===== config.mk =====
export PLATFORM = sky130hd
export DESIGN_NAME = axi_lite_read_requester_flat
export DESIGN_NICKNAME = d
export VERILOG_FILES = /design/src/rtl/axi_lite_pkg.sv /design/src/rtl/axi_lite_read_requester_if.sv /design/src/rtl/axi_lite_watchdog.sv /design/src/rtl/axi_lite_read_requester.sv /design/src/flat_wrapper.sv
export SDC_FILE = /design/constraint.sdc
export NUM_CORES = 1
export LEC_CHECK = 0
export CORE_UTILIZATION = 40
export CTS_BUF_LIST = sky130_fd_sc_hd__clkbuf_2 sky130_fd_sc_hd__clkbuf_4 sky130_fd_sc_hd__clkbuf_8
export DETAILED_ROUTE_END_ITERATION = 12
export PLACE_DENSITY = 0.89
export SLEW_MARGIN = 10
export SYNTH_ARGS = -nofsm -noshare
export SYNTH_HDL_FRONTEND = slang
export SYNTH_SLANG_ARGS = --single-unit

===== constraint.sdc =====
create_clock -name aclk -period 2.45 [get_ports aclk]
set_input_delay 0.49 -clock aclk [delete_from_list [all_inputs] [get_ports aclk]]
set_output_delay 0.49 -clock aclk [all_outputs]
set_load 0.01 [all_outputs]

===== src/rtl/axi_lite_pkg.sv =====
// Shared AXI4-Lite definitions: response codes and the read requester's state encoding.
package axi_lite_pkg;

    localparam logic [1:0] RESP_OKAY   = 2'b00;
    localparam logic [1:0] RESP_EXOKAY = 2'b01;
    localparam logic [1:0] RESP_SLVERR = 2'b10;
    localparam logic [1:0] RESP_DECERR = 2'b11;

    typedef enum logic [2:0] {
        ST_IDLE  = 3'd0,
        ST_ADDR  = 3'd1,
        ST_DATA  = 3'd2,
        ST_RESP  = 3'd3,
        ST_FLUSH = 3'd4
    } rd_state_t;

endpackage


===== src/rtl/axi_lite_read_requester_if.sv =====
// Command/response port plus AXI4-Lite AR/R channels of the read requester.
// The master modport is the requester's view; slave is the command source plus subordinate.
interface axi_lite_read_requester_if #(
    parameter int unsigned ADDRESS_SIZE = 32,
    parameter int unsigned DATA_SIZE    = 32
);
    logic [ADDRESS_SIZE-1:0] cmd_address;
    logic                    cmd_valid;
    logic                    cmd_ready;
    logic [DATA_SIZE-1:0]    rsp_data;
    logic [1:0]              rsp_resp;
    logic                    rsp_timeout;
    logic                    rsp_valid;
    logic                    rsp_ready;
    logic [ADDRESS_SIZE-1:0] m_araddr;
    logic                    m_arvalid;
    logic                    m_arready;
    logic [DATA_SIZE-1:0]    m_rdata;
    logic [1:0]              m_rresp;
    logic                    m_rvalid;
    logic                    m_rready;

    modport master (
        input  cmd_address, cmd_valid, rsp_ready, m_arready, m_rdata, m_rresp, m_rvalid,
        output cmd_ready, rsp_data, rsp_resp, rsp_timeout, rsp_valid, m_araddr, m_arvalid, m_rready
    );

    modport slave (
        output cmd_address, cmd_valid, rsp_ready, m_arready, m_rdata, m_rresp, m_rvalid,
        input  cmd_ready, rsp_data, rsp_resp, rsp_timeout, rsp_valid, m_araddr, m_arvalid, m_rready
    );

endinterface


===== src/rtl/axi_lite_watchdog.sv =====
// Saturating cycle counter; o_expired marks the LIMIT-th enabled cycle since the last clear.
module axi_lite_watchdog #(
    parameter int unsigned LIMIT = 256
) (
    input  logic aclk,
    input  logic aresetn,
    input  logic i_clear,
    input  logic i_enable,
    output logic o_expired
);
    localparam int unsigned    CW   = (LIMIT > 0) ? $clog2(LIMIT + 1) : 1;
    localparam logic [CW-1:0]  LAST = CW'((LIMIT == 0) ? 0 : LIMIT - 1);
    localparam logic [CW-1:0]  SAT  = CW'(LIMIT);

    logic [CW-1:0] r_count;

    always_ff @(posedge aclk) begin
        if (!aresetn || i_clear) begin
            r_count <= '0;
        end else if (i_enable && (r_count != SAT)) begin
            r_count <= r_count + 1'b1;
        end
    end

    // LIMIT of zero disables the watchdog entirely
    assign o_expired = (LIMIT != 0) && i_enable && (r_count == LAST);

endmodule


===== src/rtl/axi_lite_read_requester.sv =====
// Single-outstanding AXI4-Lite read initiator with watchdog; a timed-out transaction is
// still completed on the bus (FLUSH) so AR/R handshake rules are never broken.
module axi_lite_read_requester
    import axi_lite_pkg::*;
#(
    parameter int unsigned ADDRESS_SIZE   = 32,
    parameter int unsigned DATA_SIZE      = 32,
    parameter int unsigned TIMEOUT_CYCLES = 256
) (
    input  logic                        aclk,
    input  logic                        aresetn,
    axi_lite_read_requester_if.master   bus,
    output logic                        busy
);
    rd_state_t               r_state, w_state;
    logic                    r_cmd_ready, w_cmd_ready;
    logic [ADDRESS_SIZE-1:0] r_araddr, w_araddr;
    logic                    r_arvalid, w_arvalid;
    logic                    r_rready, w_rready;
    logic [DATA_SIZE-1:0]    r_rsp_data, w_rsp_data;
    logic [1:0]              r_rsp_resp, w_rsp_resp;
    logic                    r_rsp_timeout, w_rsp_timeout;
    logic                    r_rsp_valid, w_rsp_valid;
    logic                    r_busy, w_busy;
    logic                    r_pending, w_pending;
    logic                    r_ar_done, w_ar_done;
    logic                    w_ar_hs, w_r_hs, w_wd_clear, w_wd_enable, w_expired;

    assign w_ar_hs     = r_arvalid && bus.m_arready;
    assign w_r_hs      = r_rready && bus.m_rvalid;
    assign w_wd_enable = (r_state == ST_ADDR) || (r_state == ST_DATA);

    axi_lite_watchdog #(.LIMIT(TIMEOUT_CYCLES)) u_watchdog (
        .aclk      (aclk),
        .aresetn   (aresetn),
        .i_clear   (w_wd_clear),
        .i_enable  (w_wd_enable),
        .o_expired (w_expired)
    );

    always_comb begin
        w_state       = r_state;
        w_cmd_ready   = r_cmd_ready;
        w_araddr      = r_araddr;
        w_arvalid     = r_arvalid;
        w_rready      = r_rready;
        w_rsp_data    = r_rsp_data;
        w_rsp_resp    = r_rsp_resp;
        w_rsp_timeout = r_rsp_timeout;
        w_rsp_valid   = r_rsp_valid;
        w_pending     = r_pending;
        w_ar_done     = r_ar_done;
        w_wd_clear    = 1'b0;

        // AR completion is tracked independently of state so RESP/FLUSH can retire it
        if (w_ar_hs) begin
            w_arvalid = 1'b0;
            w_ar_done = 1'b1;
        end

        case (r_state)
            ST_IDLE: begin
                if (r_cmd_ready && bus.cmd_valid) begin
                    w_araddr    = bus.cmd_address;
                    w_arvalid   = 1'b1;
                    w_cmd_ready = 1'b0;
                    w_ar_done   = 1'b0;
                    w_pending   = 1'b0;
                    w_wd_clear  = 1'b1;
                    w_state     = ST_ADDR;
                end else begin
                    w_cmd_ready = 1'b1;
                end
            end
            ST_ADDR, ST_DATA: begin
                if (w_r_hs) begin
                    w_rready      = 1'b0;
                    w_rsp_data    = bus.m_rdata;
                    w_rsp_resp    = bus.m_rresp;
                    w_rsp_timeout = 1'b0;
                    w_rsp_valid   = 1'b1;
                    w_state       = ST_RESP;
                end else if (w_expired) begin
                    w_rready      = 1'b0;
                    w_rsp_data    = '0;
                    w_rsp_resp    = RESP_DECERR;
                    w_rsp_timeout = 1'b1;
                    w_rsp_valid   = 1'b1;
                    w_pending     = 1'b1;
                    w_state       = ST_RESP;
                end else if ((r_state == ST_ADDR) && w_ar_hs) begin
                    w_rready = 1'b1;
                    w_state  = ST_DATA;
                end
            end
            ST_RESP: begin
                if (r_rsp_valid && bus.rsp_ready) begin
                    w_rsp_valid = 1'b0;
                    if (r_pending) begin
                        w_state = ST_FLUSH;
                    end else begin
                        w_cmd_ready = 1'b1;
                        w_state     = ST_IDLE;
                    end
                end
            end
            ST_FLUSH: begin
                if (w_r_hs) begin
                    w_rready    = 1'b0;
                    w_pending   = 1'b0;
                    w_cmd_ready = 1'b1;
                    w_state     = ST_IDLE;
                end else if (r_ar_done) begin
                    w_rready = 1'b1;
                end
            end
            default: begin
                w_state = ST_IDLE;
            end
        endcase

        w_busy = (w_state != ST_IDLE);
    end

    always_ff @(posedge aclk) begin
        if (!aresetn) begin
            r_state       <= ST_IDLE;
            r_cmd_ready   <= 1'b0;
            r_araddr      <= '0;
            r_arvalid     <= 1'b0;
            r_rready      <= 1'b0;
            r_rsp_data    <= '0;
            r_rsp_resp    <= '0;
            r_rsp_timeout <= 1'b0;
            r_rsp_valid   <= 1'b0;
            r_busy        <= 1'b0;
            r_pending     <= 1'b0;
            r_ar_done     <= 1'b0;
        end else begin
            r_state       <= w_state;
            r_cmd_ready   <= w_cmd_ready;
            r_araddr      <= w_araddr;
            r_arvalid     <= w_arvalid;
            r_rready      <= w_rready;
            r_rsp_data    <= w_rsp_data;
            r_rsp_resp    <= w_rsp_resp;
            r_rsp_timeout <= w_rsp_timeout;
            r_rsp_valid   <= w_rsp_valid;
            r_busy        <= w_busy;
            r_pending     <= w_pending;
            r_ar_done     <= w_ar_done;
        end
    end

    assign bus.cmd_ready   = r_cmd_ready;
    assign bus.m_araddr    = r_araddr;
    assign bus.m_arvalid   = r_arvalid;
    assign bus.m_rready    = r_rready;
    assign bus.rsp_data    = r_rsp_data;
    assign bus.rsp_resp    = r_rsp_resp;
    assign bus.rsp_timeout = r_rsp_timeout;
    assign bus.rsp_valid   = r_rsp_valid;
    assign busy            = r_busy;

endmodule


===== src/flat_wrapper.sv =====
// flat-port wrapper written by rule: the top's interface ports become plain ports
module axi_lite_read_requester_flat import axi_lite_pkg::*;
#(
    parameter int unsigned ADDRESS_SIZE   = 32,
    parameter int unsigned DATA_SIZE      = 32,
    parameter int unsigned TIMEOUT_CYCLES = 256
)
  (aclk, aresetn, busy, bus_cmd_address, bus_cmd_valid, bus_rsp_ready, bus_m_arready, bus_m_rdata, bus_m_rresp, bus_m_rvalid, bus_cmd_ready, bus_rsp_data, bus_rsp_resp, bus_rsp_timeout, bus_rsp_valid, bus_m_araddr, bus_m_arvalid, bus_m_rready);
  axi_lite_read_requester_if #(.ADDRESS_SIZE(ADDRESS_SIZE), .DATA_SIZE(DATA_SIZE)) bus_i ();
  input  logic aclk;
  input  logic aresetn;
  output logic busy;
  input wire logic [$bits(bus_i.cmd_address)-1:0] bus_cmd_address;
  input wire logic [$bits(bus_i.cmd_valid)-1:0] bus_cmd_valid;
  input wire logic [$bits(bus_i.rsp_ready)-1:0] bus_rsp_ready;
  input wire logic [$bits(bus_i.m_arready)-1:0] bus_m_arready;
  input wire logic [$bits(bus_i.m_rdata)-1:0] bus_m_rdata;
  input wire logic [$bits(bus_i.m_rresp)-1:0] bus_m_rresp;
  input wire logic [$bits(bus_i.m_rvalid)-1:0] bus_m_rvalid;
  output wire logic [$bits(bus_i.cmd_ready)-1:0] bus_cmd_ready;
  output wire logic [$bits(bus_i.rsp_data)-1:0] bus_rsp_data;
  output wire logic [$bits(bus_i.rsp_resp)-1:0] bus_rsp_resp;
  output wire logic [$bits(bus_i.rsp_timeout)-1:0] bus_rsp_timeout;
  output wire logic [$bits(bus_i.rsp_valid)-1:0] bus_rsp_valid;
  output wire logic [$bits(bus_i.m_araddr)-1:0] bus_m_araddr;
  output wire logic [$bits(bus_i.m_arvalid)-1:0] bus_m_arvalid;
  output wire logic [$bits(bus_i.m_rready)-1:0] bus_m_rready;
  assign bus_i.cmd_address = bus_cmd_address;
  assign bus_i.cmd_valid = bus_cmd_valid;
  assign bus_i.rsp_ready = bus_rsp_ready;
  assign bus_i.m_arready = bus_m_arready;
  assign bus_i.m_rdata = bus_m_rdata;
  assign bus_i.m_rresp = bus_m_rresp;
  assign bus_i.m_rvalid = bus_m_rvalid;
  assign bus_cmd_ready = bus_i.cmd_ready;
  assign bus_rsp_data = bus_i.rsp_data;
  assign bus_rsp_resp = bus_i.rsp_resp;
  assign bus_rsp_timeout = bus_i.rsp_timeout;
  assign bus_rsp_valid = bus_i.rsp_valid;
  assign bus_m_araddr = bus_i.m_araddr;
  assign bus_m_arvalid = bus_i.m_arvalid;
  assign bus_m_rready = bus_i.m_rready;
  axi_lite_read_requester #(.ADDRESS_SIZE(ADDRESS_SIZE), .DATA_SIZE(DATA_SIZE), .TIMEOUT_CYCLES(TIMEOUT_CYCLES)) u_core (.aclk(aclk), .aresetn(aresetn), .bus(bus_i), .busy(busy));
endmodule

# ---- Word-level counts from Yosys, hierarchy flattened
# Cells that the tools add are included.
dict set report totals {
  out_inout_bits 72
  in_bits 72
  register_bits 86
  elab_cells 93
}
dict set report classes {
  add_sub_neg 1
  n_eq_ne 15
  reduce_logical 24
  muxes 40
}
# cell count
set ops {}
lappend ops {{$mux 32} 2}
lappend ops {{$mux 1} 24}
lappend ops {{$mux 3} 7}
lappend ops {{$pmux 3 s4} 1}
lappend ops {{$add 9x1->9 const B} 1}
lappend ops {{$eq 9x8->1 const B} 1}
lappend ops {{$ne 9x9->1 const B} 1}
lappend ops {{$reduce_bool 3->1} 3}
lappend ops {{$logic_and 1x1->1} 7}
lappend ops {{$eq 3x2->1 const B} 2}
lappend ops {{$ne 2x1->1 const B} 3}
lappend ops {{$ne 2x2->1 const B} 3}
lappend ops {{$pmux 1 s3} 2}
lappend ops {{$reduce_and 3->1} 2}
lappend ops {{$reduce_bool 2->1} 3}
lappend ops {{$reduce_and 5->1} 1}
lappend ops {{$mux 2} 2}
lappend ops {{$ne 4x2->1 const B} 1}
lappend ops {{$pmux 1 s2} 2}
lappend ops {{$reduce_and 2->1} 2}
lappend ops {{$reduce_and 4->1} 1}
lappend ops {{$eq 3x1->1 const B} 1}
lappend ops {{$eq 3x3->1 const B} 1}
lappend ops {{$logic_not 3->1} 1}
lappend ops {{5 further kinds} 6}

# ---- Depth between registers and ports, before layout
dict set report depth {
  ltp_word 7
  depth_mapped 9
  depth_no_buf 8
}

# ---- By module
# A second synthesis with hierarchy kept.
dict set report hier_totals {
  cells_unflattened 377
  area_unflattened_um2 3445.8
}
# mod instances area_per_inst_um2 seq_area_each_um2 cells_per_inst
set by_module_without_submodules {}
lappend by_module_without_submodules {axi_lite_read_requester 1 2960.3 1541.5 321}
lappend by_module_without_submodules {axi_lite_watchdog 1 485.5 180.2 56}

# ---- Least setup slack after synthesis
# No wires, ideal clock.
dict set report synth_timing {
  path_type {reg-to-reg}
  start {register u_core.u_watchdog.r_count[0]}
  end {register u_core.r_rsp_data[22] (netlist: u_core.bus.rsp_data[22])}
  synth_period_minus_slack_ns 1.733
  n_path_buf 1
  setup_time_ns 0.128
  t_required_ns 2.322
  t_arrival_ns 1.606
  setup_slack_ns 0.717
  stages_incl_launch_ff 10
  cell_sequence {dfxtp_1 -> ha_1 -> nand3_1 -> nor2_1 -> ha_1 -> a21o_1 -> nand3_1 -> clkbuf_1 -> a22oi_1 -> nor2_1}
}
dict set report synth_via {
  elab_chain_len 4
}
# element line_no
set synth_rtl {}
lappend synth_rtl {{from (decl)} axi_lite_watchdog.sv:15} ;# logic [CW-1:0] r_count;
lappend synth_rtl {{from (signal assigned)} axi_lite_watchdog.sv:21} ;# r_count <= r_count + 1'b1;
lappend synth_rtl {{$eq 9x8->1} axi_lite_watchdog.sv:26} ;# assign o_expired = (LIMIT != 0) && i_enable && (r_count == LAST);
lappend synth_rtl {{$logic_and 1x1->1} axi_lite_watchdog.sv:26}
lappend synth_rtl {{$reduce_bool 2->1 (no line)} n/a}
lappend synth_rtl {{$reduce_and 2->1 (no line)} n/a}
lappend synth_rtl {{to (signal assigned)} axi_lite_read_requester.sv:145} ;# r_rsp_data <= w_rsp_data;
lappend synth_rtl {{to (decl)} axi_lite_read_requester.sv:20} ;# logic [DATA_SIZE-1:0] r_rsp_data, w_rsp_data;
# No other way between the ends.
# A chain may end at the register's enable or synchronous reset.

# ---- Worst setup path in the final report
dict set report layout_timing {
  start {register u_core.u_watchdog.r_count[0]}
  end {register u_core.r_rsp_data[0] (netlist: u_core.bus.rsp_data[0])}
}
# Same word-level chain as after synthesis.

==> run_results.csv <==
group,metric,value,unit
cells_and_area,diodes,0,
logic_synthesis,ys_top_cells_by_area,"dfxtp_1 (53%), nand2_1 (8.3%), a22oi_1 (7.6%)",
logic_synthesis,yosysSeqAreaShare,53.1,%
cts,clkTransAtPathRegs,0.08,ns
logic_synthesis,netlist.area_leader.share,53.1,%
sta,rsz0062_at_grt,"no",
place,placed_cells,605,
global_routing,grt_overflow,0,
sta,finalSetupTns,0,ns
floorplan,start_util,41.7,%
logic_synthesis,postSynth.asyncResetShare,0,%
cts,cts_tree,"yes",
cells_and_area,instances_no_fill,620,
power_and_ir_drop,p_int,2.11,mW
worst_setup_path,r2r-start,"u_core.u_watchdog.r_count[0]$_SDFFE_PP0P_",
global_routing,track_usage,20.9,%
place,io_buffers,143,
min_path,hp-start,"u_core.bus.m_araddr[5]$_SDFFE_PN0P_",
cts,hold_buffers,0,
worst_setup_path,critPathKind,"reg2reg",
sta,slew_violations,0,
route,routed_via_density,5.12,
cts,clock-root-buffer,"clkbuf_8",
cells_and_area,layout_commonest_cell,"clkdlybuf4s50_1",
min_path,hp-class,"reg2reg",
logic_synthesis,synth_edf_count,0,
floorplan,core_area,7770,sq um
sta,period_share,85.8,%
route,vias,3175,
logic_synthesis,ys.warnings.count,0,
cts,cts_buffers,9,
floorplan,dieArea,8470,sq um
worst_setup_path,critPathArrivalTime,2.32,ns
global_routing,grt_max_degree,70,
worst_setup_path,crit_start,"u_core.u_watchdog.r_count[0]$_SDFFE_PP0P_",
worst_setup_path,worst-r2r-cell-count,9,
route,drt_iter0_markers,139,
worst_setup_path,r2r_end,"u_core.bus.rsp_data[0]$_SDFFE_PN0P_",
power_and_ir_drop,p_comb_share,12.3,%
worst_setup_path,r2r_slack,0.35,ns
worst_setup_path,cp_max_fo,29,
floorplan,row_count,32,
route,routed_wl,8.78,mm
cells_and_area,fin_nets,589,
route,wl_per_cell,14.2,um
sta,setup_viol,0,
min_path,hold_end,"u_core.bus.m_araddr[5]$_SDFFE_PN0P_",
global_routing,grt_pass1_wl,14.2,mm
floorplan,io_pins,144,
global_routing,antenna_found_initial,0,
power_and_ir_drop,switching_power,0.656,mW
floorplan,die_w,92.0,um
route,dr.pass1.iters,5,
cts,htree_levels,3,
outcome,status,"finished clean",
logic_synthesis,ys_ff_latch,86,
sta,fin_crit,2.10,ns
logic_synthesis,synthesis.nets,451,
cts,clk_latency,0.34,ns
floorplan,die_y,92.0,um
cts,postCtsSetupBuffers,0,
logic_synthesis,yosysTopAreaCell,"dfxtp_1",
sta,fin_worst_skew,0.0137,ns
min_path,hold_depth,2,
power_and_ir_drop,power,2.77,mW
power_and_ir_drop,seqPwrFrac,52.7,%
logic_synthesis,synth_ff_type,"dfxtp_1",
cells_and_area,drive_gt1_share,6.37,%
worst_setup_path,startpoint_type,"register",
sta,fmax,476,MHz
logic_synthesis,syn_inst,376,
logic_synthesis,synth_area,3240,sq um
cts,cts_resized,0,
power_and_ir_drop,p_sw_share,23.7,%
route,antenna_left,0,
logic_synthesis,syn_area_per_cell,8.62,sq um
run,maxCapViolations,0,
cells_and_area,area_growth,53.3,%
worst_setup_path,endpoint_kind,"register",
worst_setup_path,crit_required,2.67,ns
sta,worst_pin_slew,0.478,ns
logic_synthesis,synthDistinctLibCells,43,
route,drc,0,
place,dpl.hpwl,6.23,mm
place,gp_congestion,0.870,
power_and_ir_drop,p_per_area,557,nW/um^2
cells_and_area,final_cell_mix,"clkdlybuf4s50_1 (143), dfxtp_1 (86), nand2_1 (72)",
cts,clock_sinks,86,
cts,cts_buffer_depth,2,
sta,hold_viol,0,
global_routing,grt_pass1_vias,3082,
power_and_ir_drop,clock_power_share,35.0,%
sta,max_slew_margin,68.1,%
power_and_ir_drop,vdd_drop_max,0.300,mV
power_and_ir_drop,p_leak,1.75,nW
## critical path, stage by stage (launching register included)
cell,delay [ns]
dfxtp_1,0.40
ha_1,0.26
nand3_1,0.10
nor2_1,0.10
ha_1,0.23
a21o_1,0.12
nand3_1,0.21
buf_4,0.31
a22oi_1,0.18
nor2_1,0.06
## how the worst max path moves through the flow
stage,end,slack (ns),depth (start not counted)
final,u_core.bus.rsp_data[0]$_SDFFE_PN0P_,0.35,9
after global routing,u_core.bus.rsp_data[15]$_SDFFE_PN0P_,0.13,9
after detailed placement,u_core.busy$_SDFF_PN0_,0.29,6
after global placement,u_core.busy$_SDFF_PN0_,0.36,6
after floorplan,u_core.bus.rsp_data[22]$_SDFFE_PN0P_,0.72,9
after CTS,u_core.bus.rsp_data[0]$_SDFFE_PN0P_,0.33,9
## logic make-up after synthesis
group	count (synthesis)	share of synthesized area [%]
AND/OR/NAND/NOR	149	19.9
AO/OA/AOI/OAI	101	20.1
flip-flops	86	53.1
buffers and inverters	32	4.05
XOR/XNOR	4	1.31
adder cells (fa/ha/maj)	3	1.16
multiplexers	1	0.309
## cells in the mapped netlist, types with 6 or more instances
master / n
dfxtp_1: 86
nand2_1: 72
nor2_1: 45
a21oi_1: 43
a22oi_1: 33
clkbuf_1: 17
o21ai_0: 8
inv_1: 7
nand3_1: 7
buf_2: 6
## layout make-up
class                      count  area (sq um)
fill                         641          2800
sequential                    86          1720
timing repair buffer         151          1500
multi-input combinational    258          1400
clock buffer                  10           131
tap                          102           128
clock inverter                 5          58.8
inverter                       8          30.0
## metal layers
| layer | part of all wire [%] | GRT usage (%) | vias up |
|---|---|---|---|
| met1 | 41 | 24.2 | 1487 |
| met3 | 7.1 | 5.14 | 12 |
| li1 | - | - | 1570 |
| met5 | 0 | 0 | - |
| met2 | 50 | 37.1 | 106 |
| met4 | 1.7 | 7.68 | 0 |
## state kept, by name, summed over array words and instances (netlist names)
| register | count |
|---|---|
| u_core.bus.rsp_timeout | 1 |
| u_core.bus.m_arvalid | 1 |
| u_core.r_state | 3 |
| u_core.bus.m_araddr | 32 |
| u_core.bus.cmd_ready | 1 |
| u_core.busy | 1 |
| u_core.bus.m_rready | 1 |
| u_core.r_ar_done | 1 |
| u_core.bus.rsp_resp | 2 |
| u_core.u_watchdog.r_count | 9 |
| u_core.r_pending | 1 |
| u_core.bus.rsp_valid | 1 |
| u_core.bus.rsp_data | 32 |
## through the flow
stage	util, %	hold WS (ns)	worst slack [ns]	area [sq um]
floorplan	-	0.437	0.717	3240
global placement	61.5	0.442	0.361	4780
detailed placement	61.5	0.447	0.290	4780
CTS	64.0	0.460	0.329	4970
global route	64.0	0.482	0.126	4970
finish	64.0	0.458	0.348	4970
## power groups by stage
stage          Clock, mW  Sequential (mW)  Combinational [mW]
3_3_place_gp           0             1.49               0.333
2_1_floorplan          0             1.50               0.116
4_1_cts            0.991             1.46               0.343
3_5_place_dp           0             1.49               0.342
6_report           0.968             1.46               0.342
5_1_grt             1.04             1.46               0.371
(Power assumes the default switching activity.)
